==> src/rtl/systolic_pe.sv <==
// Systolic-array processing element: forwards activations/weights and MACs them.
// Optional build macro SYSTOLIC_PE_SAT_EN makes ACC-mode additions saturate.
module systolic_pe #(
    parameter int A_W    = 8,
    parameter int W_W    = 8,
    parameter int ACC_W  = 24,
    parameter int SIGNED = 0
) (
    input  logic             clk,
    input  logic             rst,
    input  logic             mode,
    input  logic [A_W-1:0]   a_in,
    input  logic             a_valid_in,
    input  logic [W_W-1:0]   w_in,
    input  logic [ACC_W-1:0] sum_in,
    input  logic             clear,
    input  logic             drain,
    output logic [A_W-1:0]   a_out,
    output logic [W_W-1:0]   w_out,
    output logic             a_valid_out,
    output logic             drain_out,
    output logic [ACC_W-1:0] sum_out,
    output logic             sum_valid_out,
    output logic             sat_flag
);

    localparam int P_W = A_W + W_W;

    typedef enum logic [1:0] {
        IDLE  = 2'd0,
        ACCUM = 2'd1,
        DRAIN = 2'd2
    } state_t;

    state_t           state_q, state_d;
    logic [A_W-1:0]   a_q, a_d;
    logic [W_W-1:0]   w_q, w_d;
    logic             av_q, av_d;
    logic             dr_q, dr_d;
    logic [ACC_W-1:0] acc_q, acc_d;
    logic [ACC_W-1:0] sum_q, sum_d;
    logic             sv_q, sv_d;
    logic             sat_q, sat_d;

    logic signed [P_W-1:0] a_s, w_s;
    logic [P_W-1:0]        prod_raw;
    logic [ACC_W-1:0]      prod;
    logic [ACC_W:0]        add_run;
    logic [ACC_W:0]        add_drn;

    // Returns {overflow, result}; result clamps only in the saturating build.
    function automatic logic [ACC_W:0] add_acc(
        input logic [ACC_W-1:0] x,
        input logic [ACC_W-1:0] y
    );
        logic [ACC_W:0]   s;
        logic [ACC_W-1:0] r;
        logic             ovf;
`ifdef SYSTOLIC_PE_SAT_EN
        s   = {1'b0, x} + {1'b0, y};
        r   = s[ACC_W-1:0];
        ovf = 1'b0;
        if (SIGNED != 0) begin
            if ((x[ACC_W-1] == y[ACC_W-1]) && (r[ACC_W-1] != x[ACC_W-1])) begin
                ovf = 1'b1;
                r   = x[ACC_W-1] ? {1'b1, {(ACC_W-1){1'b0}}}
                                 : {1'b0, {(ACC_W-1){1'b1}}};
            end
        end else if (s[ACC_W]) begin
            ovf = 1'b1;
            r   = '1;
        end
`else
        s   = '0;
        r   = x + y;
        ovf = s[0];
`endif
        return {ovf, r};
    endfunction

    // Product of the registered operands, extended to accumulator width.
    always_comb begin
        if (SIGNED != 0) begin
            a_s  = P_W'($signed(a_q));
            w_s  = P_W'($signed(w_q));
            prod_raw = a_s * w_s;
            prod = ACC_W'($signed(prod_raw));
        end else begin
            a_s  = P_W'(a_q);
            w_s  = P_W'(w_q);
            prod_raw = a_s * w_s;
            prod = ACC_W'(prod_raw);
        end
    end

    // Next-state, accumulator and output computation.
    always_comb begin
        a_d     = a_in;
        w_d     = w_in;
        av_d    = a_valid_in;
        dr_d    = drain;
        state_d = state_q;
        acc_d   = acc_q;
        sum_d   = sum_q;
        sv_d    = 1'b0;
        sat_d   = sat_q;
        add_run = add_acc(acc_q, prod);
        add_drn = add_acc(acc_q, av_q ? prod : '0);
        unique case (state_q)
            IDLE: begin
                acc_d = '0;
                if (!mode) begin
                    sum_d = sum_in + prod;
                    sv_d  = av_q;
                end else if (av_q) begin
                    acc_d   = prod;
                    state_d = ACCUM;
                end
            end
            ACCUM: begin
                if (clear) begin
                    acc_d   = '0;
                    sat_d   = 1'b0;
                    state_d = IDLE;
                end else if (drain) begin
                    sum_d   = add_drn[ACC_W-1:0];
                    sv_d    = 1'b1;
                    sat_d   = sat_q | add_drn[ACC_W];
                    state_d = DRAIN;
                end else if (av_q) begin
                    acc_d = add_run[ACC_W-1:0];
                    sat_d = sat_q | add_run[ACC_W];
                end
            end
            DRAIN: begin
                sat_d = 1'b0;
                if (clear) begin
                    acc_d   = '0;
                    state_d = IDLE;
                end else begin
                    acc_d   = av_q ? prod : '0;
                    state_d = av_q ? ACCUM : IDLE;
                end
            end
            default: begin
                acc_d   = '0;
                state_d = IDLE;
            end
        endcase
    end

    // State and pipeline registers with synchronous reset.
    always_ff @(posedge clk) begin
        if (rst) begin
            state_q <= IDLE;
            a_q     <= '0;
            w_q     <= '0;
            av_q    <= 1'b0;
            dr_q    <= 1'b0;
            acc_q   <= '0;
            sum_q   <= '0;
            sv_q    <= 1'b0;
            sat_q   <= 1'b0;
        end else begin
            state_q <= state_d;
            a_q     <= a_d;
            w_q     <= w_d;
            av_q    <= av_d;
            dr_q    <= dr_d;
            acc_q   <= acc_d;
            sum_q   <= sum_d;
            sv_q    <= sv_d;
            sat_q   <= sat_d;
        end
    end

    assign a_out         = a_q;
    assign w_out         = w_q;
    assign a_valid_out   = av_q;
    assign drain_out     = dr_q;
    assign sum_out       = sum_q;
    assign sum_valid_out = sv_q;
    assign sat_flag      = sat_q;

endmodule

==> config.mk <==
export PLATFORM = sky130hd
export DESIGN_NAME = systolic_pe
export DESIGN_NICKNAME = d
export VERILOG_FILES = /design/src/rtl/systolic_pe.sv
export SDC_FILE = /design/constraint.sdc
export NUM_CORES = 1
export LEC_CHECK = 0
export CAP_MARGIN = 10
export CELL_PAD_IN_SITES_DETAIL_PLACEMENT = 0
export CELL_PAD_IN_SITES_GLOBAL_PLACEMENT = 1
export CORE_MARGIN = 2
export CORE_UTILIZATION = 45
export CTS_CLUSTER_SIZE = 40
export DETAILED_ROUTE_END_ITERATION = 8
export GPL_TIMING_DRIVEN = 0
export PLACE_DENSITY_LB_ADDON = 0.1
export SLEW_MARGIN = 25
export SYNTH_ARGS = -nofsm -noshare
export SYNTH_HDL_FRONTEND = slang
export SYNTH_SLANG_ARGS = --single-unit
==> constraint.sdc <==
create_clock -name clk -period 16 [get_ports clk]
set_input_delay 3.2 -clock clk [delete_from_list [all_inputs] [get_ports clk]]
set_output_delay 3.2 -clock clk [all_outputs]
set_load 0.01 [all_outputs]
==> out/results.txt, run 1 <==
Clock-pin slew on the worst setup and hold paths: 0.06 ns
Clk buf depth: 2
WL final: 20,900 um
Setup TNS: 0 ns
DRT antenna net count: 0
RSZ-0062 raised after global routing: false
Layout Nets: 1,204
Syn avg cell area: 8.13 sq um
Clk_skew: 0.00953 ns
Worst Path Max Fanout: 9
Area grow syn2layout: 18.9%
CP Class: reg -> reg
Initial Utilization: 0.459
Placer Congestion: 0.853
Hold path cells: 2
Status: finished, final reports clean
Antenna violations before repair: 0
PostCTS Resize Cnt: 0
Lkg Pwr: 3.89 nW
Area leader, netlist: dfxtp_1
DP HPWL: 16,600 um
Chip width: 134 um
TritonCTS clock tree: yes
Clk Latency, worst-skew pair: 0.35 ns
Top-count cell post-synth: ha_1
Top-area cell type share of the netlist area: 0.181
Hold Buf Count CTS: 0
Io pins: 90
Post-synth EDFFs: 0
CTS buffer count: 9
Post-Synthesis Cells: 936
Seq cells post-synth: 69
Via Count: 6,916
Worst hold path class: reg -> reg
Met2 Usage GRT: 0.390
FP Rows: 47
Setup-failing EPs final: 0
DRC viols: 0
Crit share post-route: 0.411
Vias per cell: 5.49
Top post-synthesis cells by area: dfxtp_1 (18%), ha_1 (14%), fa_1 (10%)
Largest net degree at the start of global routing: 13
Critical path launch point type: flip-flop
Post-Syn Area: 7610 sq um
Yosys Warn Count: 0
Vias in the first global route: 6,630
DR pass1 iterations: 6
Buffers on Ports: 87
Synthesized Nets: 1,106
GR Overflow Total: 0
Synth cell types: 80
FILL cells: 1,677
R2R cell count: 24
Fin crit period: 6.58 ns
First-pass GRT wire length: 34,600 um
DIE AREA: 18,000 sq um
Met3 Resource Use GR: 0.0272
Hold Fails Final Rpt: 0
IR drop worst, VDD: 0.0000509 V
Worst EP required: 16.20 ns
Relative slew slack: 0.468
Clk sinks: 69
Synth top cells by count: ha_1 (85), inv_1 (80), nor2_1 (72)
CP arrival: 6.79 ns
Post-CTS setup buffers: 0
Busiest grt layer: met2
Iter 0 DRT Violations: 375
PwrDens: 67.1 nW/um^2
CTS root buffer: clkbuf_16
Max frequency: 152 MHz
Seq/Total Area, Yosys: 0.181
Max-cap check violation count: 0
Synth Flop Type: dfxtp_1
Routing usage on met1: 0.343
Die Ht: 134 um
Synth async-reset ratio: 0
Ant diodes: 0
Final Util: 0.546
Fraction of layout cells with a size suffix above 1: 0.0452
All-layer global routing usage: 0.241
CP Capture Type: flip-flop
Wire length per cell: 16.6 um
Pins Over Slew Limit: 0
CTS H-tree lvls: 3
Core ar.: 16,600 sq um
Worst-Margin Slew: 0.797 ns
## through the flow
| step | hold slack (ns) | power [W] | instance area [sq um] | instances | setup slack [ns] |
|---|---|---|---|---|---|
| final | 0.452 | 0.000608 | 9050 | 1259 | 9.42 |
| after global routing | 0.477 | 0.000647 | 9050 | 1259 | 8.98 |
| after CTS | 0.456 | 0.000613 | 9050 | 1259 | 9.39 |
| after detailed placement | 0.447 | 0.000410 | 8760 | 1243 | 9.42 |
| after global placement | 0.446 | 0.000409 | 8760 | 1243 | 9.48 |
| after floorplan | 0.471 | 0.000339 | 7610 | 936 | 10.18 |
## cells in the final DEF (no fill, tap or decap), drive strengths merged, types with 29 or more instances in the layout
cell type / Yosys / routed
a21oi: 64 / 64
and2: 66 / 66
clkbuf: 23 / 34
clkdlybuf4s50: 0 / 87
dfxtp: 69 / 69
fa: 39 / 39
ha: 85 / 85
inv: 80 / 80
nand2: 65 / 65
nor2: 72 / 72
nor2b: 29 / 29
o21ai: 41 / 41
xnor2: 34 / 34
## worst max-delay path: stages, from the launching register on
cell and delay [ns]:
dfxtp_1 0.40, and2_1 0.22, fa_1 0.53, inv_1 0.06
fa_1 0.53, inv_1 0.05, fa_1 0.48, inv_1 0.05
fa_1 0.47, inv_1 0.04, ha_1 0.34, o211ai_1 0.11
a21oi_1 0.38, nor2_1 0.10, xnor2_1 0.36, and2_1 0.19
ha_1 0.28, and3_2 0.24, a21boi_1 0.13, a41oi_2 0.26
a41oi_1 0.17, maj3_2 0.37, a31oi_4 0.29, mux2i_1 0.30
a221oi_2 0.10
## area by class of cell
cell class | count | area (sq um) | area share
Sequential cell | 69 | 1380 | 0.153
Timing Repair Buffer | 87 | 871 | 0.0962
Tap cell | 220 | 275 | 0.0304
Clock inverter | 5 | 35.0 | 0.00387
Multi-Input combinational cell | 757 | 5800 | 0.640
Buffer | 30 | 139 | 0.0153
Inverter | 80 | 300 | 0.0332
Clock buffer | 11 | 253 | 0.0279
## registers in the layout (all words and copies together) (netlist names)
register	flops
a_out	8
a_valid_out	1
acc_q	24
drain_out	1
state_q	2
sum_out	24
sum_valid_out	1
w_out	8
## report_power, final
group | internal [W] | switching (W) | leakage (nW)
sequential | 0.000183 | 0.0000109 | 0.567
clock | 0.000114 | 0.0000872 | 0.141
combinational | 0.0000981 | 0.000115 | 3.19
total | 0.000394 | 0.000213 | 3.89
## layer usage
layer	up-vias	part of all wire
met1	3293	0.49
met4	0	0.014
li1	3483	-
met5	-	0
met3	14	0.033
met2	126	0.47
## cell families (layout without fill, tap and decap cells)
family	after synthesis	in the layout	synth area share
other	1	1	0.000493
XOR/XNOR	49	49	0.0564
multiplexers	10	10	0.0131
buffers and inverters	110	213	0.0577
flip-flops	69	69	0.181
AND/OR/NAND/NOR	334	334	0.232
AO/OA/AOI/OAI	237	237	0.213
adder cells (fa/ha/maj)	126	126	0.245
## worst paths after layout
kind          startpoint     endpoint  slack [ns]
max             a_out[5]  sum_out[18]        9.42
min reg2reg  sum_out[13]  sum_out[13]        0.45
max reg2reg     a_out[5]  sum_out[18]        9.42
min          sum_out[13]  sum_out[13]        0.45
No activity file was read; power rests on OpenSTA's default activity.
==> run 2: changes to the inputs <==
- CORE_UTILIZATION: 45 -> 39
- clock period: 16 -> 5.7 ns (I/O delays scaled with it)
==> run 2 against run 1 <==
The flow now finishes with violations (setup timing). Worst hold slack improved by 0.0042 ns. Non-clock buffer count rose by 38. Flip-flop and latch count did not move. Fmax rose by 11%. Sequential power rose to 2.8 times the previous value. Via count rose by 2.8%. First-iteration DRC count fell by 33%. Total power rose to 3.0 times the previous value. Register-to-register slack got worse by 9.6 ns. Routed wire length rose by 6.7%. Final cell count rose by 6.4%.
==> out/results.txt, run 2 (synthesis results as in run 1) <==
Status: finished with violations
Failing checks: setup timing
FF-to-FF setup slack: -0.23 ns (-9.64 ns)
Hold path cells: 2 (unchanged)
Slowest-stage cell, CP: fa_1
RSZ-0062 raised after global routing: true
Core ar.: 19,300 sq um (+17%)
Crit share post-route: 1.04 (+0.628)
TritonCTS clock tree: yes
Most frequent CP cell: fa_1
Placer Congestion: 0.820 (-3.9%)
Fin crit period: 5.93 ns (-0.655 ns)
Buffers on Ports: 87 (unchanged)
Hold_ws: 0.456 ns (+0.00424 ns)
Worst hold path class: reg -> reg
All-layer global routing usage: 0.222 (-0.0192)
DP Area: 8860 sq um (+1.1%)
Fraction of layout cells with a size suffix above 1: 0.165 (+0.120)
Antenna violations before repair: 0 (unchanged)
Ant diodes: 0 (unchanged)
WL final: 22,300 um (+6.7%)
Initial Utilization: 0.394 (-0.0653)
Vias per cell: 5.31 (-3.4%)
Setup-failing EPs final: 10 (+10)
DRC viols: 0 (unchanged)
Clk Latency, worst-skew pair: 0.34 ns (about the same)
DRT antenna net count: 0 (unchanged)
Layout Nets: 1,242 (+3.2%)
First-pass GRT wire length: 36,000 um (+4.1%)
Pins Over Slew Limit: 0 (unchanged)
Most frequent cells in the layout: clkdlybuf4s50_1 (87), inv_1 (75), nor2_1 (68)
FF/Latch Area: 1420 sq um (+2.5%)
Clk sinks: 69 (unchanged)
Iter 0 DRT Violations: 252 (-33%)
CP cell instances: and2_4 -> fa_1 -> inv_2 -> fa_1 -> inv_1 -> fa_1 -> inv_1 -> fa_1 -> inv_2 -> ha_4 -> buf_4 -> a31o_4 -> a21oi_4 -> xnor2_4 -> and2_4 -> ha_4 -> or3_4 -> nor4_4 -> o31ai_2 -> maj3_2 -> a31oi_4 -> mux2i_1 -> a31oi_1
DR pass1 iterations: 5 (-1)
IR drop worst, VDD: 0.000145 V (+180%)
Max-cap check violation count: 0 (unchanged)
Relative slew slack: 0.442 (-0.0264)
Bufs and invs on worst path: 5 (+1)
Area grow syn2layout: 31.6%
Clk_skew: 0.00778 ns (-0.00175 ns)
Worst EP required: 5.92 ns (-10.28 ns)
Hold Fails Final Rpt: 0 (unchanged)
Clock-pin slew on the worst setup and hold paths: 0.06 ns (about the same)
Crit-path max cell delay: 0.55 ns (+0.02 ns)
Max layer used: met4
Max frequency: 169 MHz (+11%)
CP Class: reg -> reg
Final instance area: 10,000 sq um (+11%)
FILL cells: 1,928 (+15%)
DP HPWL: 17,100 um (+3.3%)
Multi-input logic area: 6400 sq um (+10%)
Clk buf depth: 2 (unchanged)
GR Overflow Total: 0 (unchanged)
Commonest non-fill, non-tap cell in the layout: clkdlybuf4s50_1
Routed wl met2: 10,600 um (+8.9%)
Critical path launch point type: flip-flop
CTS H-tree lvls: 3 (unchanged)
FP Rows: 51 (+8.5%)
Largest net degree at the start of global routing: 11 (-2)
Lkg Pwr: 4.15 nW (+6.5%)
CTS buffer count: 9 (unchanged)
Final Util: 0.518 (-0.0275)
Worst Path Max Fanout: 4 (-5)
Chip width: 144 um (+7.2%)
Vias in the first global route: 6,929 (+4.5%)
Die Ht: 144 um (+7.2%)
Post-Route M1 WL: 10,900 um (+7.0%)
DR WL met3: 618 um (-11%)
Via Count: 7,108 (+2.8%)
Worst-Margin Slew: 0.835 ns (+0.0376 ns)
CP Capture Type: flip-flop
Setup ws final: -0.226 ns (-9.64 ns)
DIE AREA: 20,700 sq um (+15%)
R2R cell count: 23 (-4.2%)
CP arrival: 6.15 ns (-0.64 ns)
Crit path max-delay family: adder cells
Io pins: 90 (unchanged)
Wire length per cell: 16.7 um (+0.31%)
Stages on the worst setup path: 23 (-4.2%)
PwrDens: 183 nW/um^2 (+170%)
CTS root buffer: clkbuf_16
## run 2: changes by cell type in the layout (fill, tap and decap cells not counted), sizes merged
cell,delta
clkinv,-2
clkinvlp,-1
buf,+38
bufinv,+1
clkbuf,-1
## run 2: worst reg2reg max path, cell delays in order, from the launching register on
cell     delay (ns)
dfxtp_4        0.36
and2_4         0.16
fa_1           0.55
inv_2          0.04
fa_1           0.53
inv_1          0.05
fa_1           0.47
inv_1          0.05
fa_1           0.49
inv_2          0.05
ha_4           0.24
buf_4          0.13
a31o_4         0.23
a21oi_4        0.21
xnor2_4        0.12
and2_4         0.19
ha_4           0.16
or3_4          0.40
nor4_4         0.32
o31ai_2        0.11
maj3_2         0.35
a31oi_4        0.26
mux2i_1        0.26
a31oi_1        0.10
## run 2: per-stage QoR
stage / power (W) / TNS, ns / setup slack (ns) / cells
after floorplan: 0.000957 / -0.0186 / -0.00931 / 936
after global placement: 0.00116 / -10.69 / -0.755 / 1288
after detailed placement: 0.00116 / -10.31 / -0.716 / 1288
after CTS: 0.00182 / -1.51 / -0.206 / 1330
after global routing: 0.00195 / -5.00 / -0.449 / 1339
final: 0.00183 / -1.79 / -0.226 / 1339
## run 2: repair_timing
action / in CTS / in global routing
endpoints found under the setup margin: 26 / 24
pin swaps: 41 / 26
endpoints found under the hold margin: 0 / 0
setup buffers: 29 / 9
hold buffers: 0 / 0
resized for setup: 93 / 39
## run 2: metal layers
metal  up-vias  global-route usage
met5         -                   0
met4         0              0.0490
met3        11              0.0300
met2        98               0.365
met1      3434               0.310
li1       3565                   -
## run 2: layout make-up
cell class | instances | area share
clock buffers | 10 | 0.0228
repair buffers | 125 | 0.116
inverters | 80 | 0.0300
clock inverters | 3 | 0.00400
flip-flops and latches | 69 | 0.141
plain buffers | 30 | 0.0141
multi-input cells | 757 | 0.639
well taps | 265 | 0.0331
## run 2: where the power goes
group	leakage (nW)	internal, W	switching [W]	total (W)
Combinational	3.44	0.000356	0.000375	0.000731
Sequential	0.573	0.000512	0.0000300	0.000542
Clock	0.134	0.000331	0.000229	0.000559
## run 2: worst paths after layout
check	startpoint	to
setup / recovery	a_out[5]	sum_out[19]
hold / removal	sum_out[7]	sum_out[7]
setup reg to reg	a_out[5]	sum_out[19]
hold reg to reg	sum_out[7]	sum_out[7]
==> run 3: changes to the inputs <==
- REMOVE_ABC_BUFFERS: unset -> 1
==> run 3 against run 2 <==
The flow still finishes with violations (setup timing). Critical path type unchanged. Fmax up 0.43%. Clock-buffer cell count down 1. Highest routed layer unchanged. Combinational power up 4.8%. Die area unchanged. Global-route usage down 1.2 points. Total power up 4.9%.
==> out/results.txt, run 3 (synthesis results as in run 1) <==
Failing checks: setup timing
Clk pwr share: 0.319 (+0.014)
Fin crit period: 5.90 ns (-0.0253 ns)
Critical path launch point type: flip-flop
CTS buffer count: 9 (unchanged)
CP Class: reg -> reg
Buffers on Ports: 88 (+1.1%)
TritonCTS clock tree: yes
Chip width: 144 um (unchanged)
Hold_ws: 0.458 ns (+0.00211 ns)
DP HPWL: 15,600 um (-8.7%)
Worst hold path class: reg -> reg
R2R cell count: 24 (+4.3%)
Layout Nets: 1,227 (-1.2%)
Most frequent cells in the layout: clkdlybuf4s50_1 (87), inv_1 (77), nor2_1 (67)
Worst-Margin Slew: 0.881 ns (+0.0460 ns)
IR drop worst, VDD: 0.000172 V (+19%)
Core ar.: 19,300 sq um (unchanged)
Int Pwr: 0.00124 W (+3.6%)
Worst slack, placed: -0.889 ns (-0.172 ns)
Hold path start: sum_out[8]
Crit share post-route: 1.04 (-0.00445)
Initial Utilization: 0.394 (unchanged)
FF-to-FF setup slack: -0.20 ns (+0.03 ns)
Final Util: 0.527 (+0.00822)
Clk Latency, worst-skew pair: 0.36 ns (+0.02 ns)
Setup ws final: -0.201 ns (+0.0253 ns)
DR pass1 iterations: 5 (unchanged)
Fraction of layout cells with a size suffix above 1: 0.188 (+0.0235)
Power Total: 0.00192 W (+4.9%)
CP arrival: 6.11 ns (-0.04 ns)
Setup TNS: -1.56 ns (+0.234 ns)
Via Count: 6,983 (-1.8%)
Status: finished with violations
Vias in the first global route: 6,806 (-1.8%)
Hold Buf Count CTS: 0 (unchanged)
Io pins: 90 (unchanged)
Max frequency: 169 MHz (+0.43%)
Clock-pin slew on the worst setup and hold paths: 0.07 ns (about the same)
DRC viols: 0 (unchanged)
Ant diodes: 0 (unchanged)
R2R Path Start: a_out[5]
Antenna violations before repair: 0 (unchanged)
Logic pwr share: 0.398 (about the same)
Clk sinks: 69 (unchanged)
DRT antenna net count: 0 (unchanged)
All-layer global routing usage: 0.210 (-0.0123)
Iter 0 DRT Violations: 306 (+21%)
Crit Reg-Reg Endpoint: sum_out[16]
Clk_skew: 0.00913 ns (+0.00135 ns)
Sequential power share: 0.283 (-0.013)
RSZ-0062 raised after global routing: true
Hold Fails Final Rpt: 0 (unchanged)
Hold EP: sum_out[8]
PwrDens: 189 nW/um^2 (+3.2%)
Worst Path Max Fanout: 5 (+1)
CTS root buffer: clkbuf_16
Largest net degree at the start of global routing: 43 (+32)
Placer Congestion: 0.827 (+0.93%)
GR Overflow Total: 0 (unchanged)
Clk buf depth: 2 (unchanged)
DIE AREA: 20,700 sq um (unchanged)
Net load switching power: 0.000679 W (+7.2%)
Max-cap check violation count: 0 (unchanged)
First-pass GRT wire length: 34,100 um (-5.4%)
Critical path startpoint: a_out[5]
WL final: 21,500 um (-3.5%)
Setup-failing EPs final: 12 (+2)
CTS H-tree lvls: 3 (unchanged)
Pins Over Slew Limit: 0 (unchanged)
Worst EP required: 5.91 ns (about the same)
Area grow syn2layout: 33.7%
Relative slew slack: 0.411 (-0.0307)
Vias per cell: 5.26 (-0.87%)
Die Ht: 144 um (unchanged)
FP Rows: 51 (unchanged)
Lkg Pwr: 4.20 nW (+1.3%)
CP Capture Type: flip-flop
Sw Share: 0.353 (+0.00783)
Commonest non-fill, non-tap cell in the layout: clkdlybuf4s50_1
Wire length per cell: 16.2 um (-2.7%)
Hold path cells: 2 (unchanged)
[run 3: cell types whose count changed in the layout (fill, tap and decap cells not counted), moves of 3 or more]
cell      change
clkbuf_1     -24
o21ai_0       -4
buf_6         +4
nor2_2        +3
buf_4         +3
o21ai_1       +4
a21oi_1       -4
inv_6         +4
[run 3: worst max-delay path by stage]
stage | endpoint | cells past startpoint
3_5_place_dp | sum_out[19] | 26
5_1_grt | sum_out[20] | 24
3_3_place_gp | sum_out[19] | 26
6_report | sum_out[16] | 24
4_1_cts | sum_out[20] | 24
2_1_floorplan | sum_out[17] | 21
[run 3: worst max-delay path, cell delays in order, from the launching register on]
cell,delay (ns)
dfxtp_4,0.36
and2_4,0.16
fa_1,0.52
inv_1,0.05
fa_1,0.53
inv_1,0.05
fa_1,0.47
inv_1,0.05
fa_1,0.49
inv_2,0.05
ha_4,0.26
o211ai_1,0.10
a21oi_2,0.23
nor2_2,0.09
xnor2_2,0.21
and2_4,0.19
ha_4,0.20
and3_4,0.17
a21boi_1,0.13
a41oi_2,0.26
a41oi_2,0.16
maj3_2,0.36
a31oi_4,0.29
xor2_1,0.26
a221oi_1,0.11
[run 3: routing by layer]
metal,global-route usage,share of wire
met1,0.270,0.46
met2,0.361,0.50
met3,0.0330,0.029
met4,0.0645,0.016
met5,0,0
[run 3: cell type report]
cell class | instances | area [sq um]
multi-input cells | 757 | 6480
fillers | 1887 | 9160
inverters | 80 | 300
repair buffers | 140 | 1350
flip-flops and latches | 69 | 1410
well taps | 265 | 332
clock inverters | 7 | 80.1
clock buffers | 9 | 225
[run 3: through the flow]
step | cell area, sq um | std cells
floorplan | 7470 | 906
global placement | 8690 | 1259
detailed placement | 8790 | 1264
CTS | 9850 | 1315
global route | 10200 | 1327
finish | 10200 | 1327
[run 3: power by group through the flow]
stage / combinational, W / clock, W / sequential (W)
6_report: 0.000766 / 0.000612 / 0.000544
3_5_place_dp: 0.000594 / 0 / 0.000556
4_1_cts: 0.000722 / 0.000633 / 0.000544
5_1_grt: 0.000837 / 0.000646 / 0.000548
2_1_floorplan: 0.000385 / 0 / 0.000557
3_3_place_gp: 0.000590 / 0 / 0.000556
[run 3: what timing repair did]
action	in CTS	in global routing
resized for setup	104	49
pin swaps	42	35
setup endpoints to repair	26	24
cloned	0	0
buffers inserted	35	12
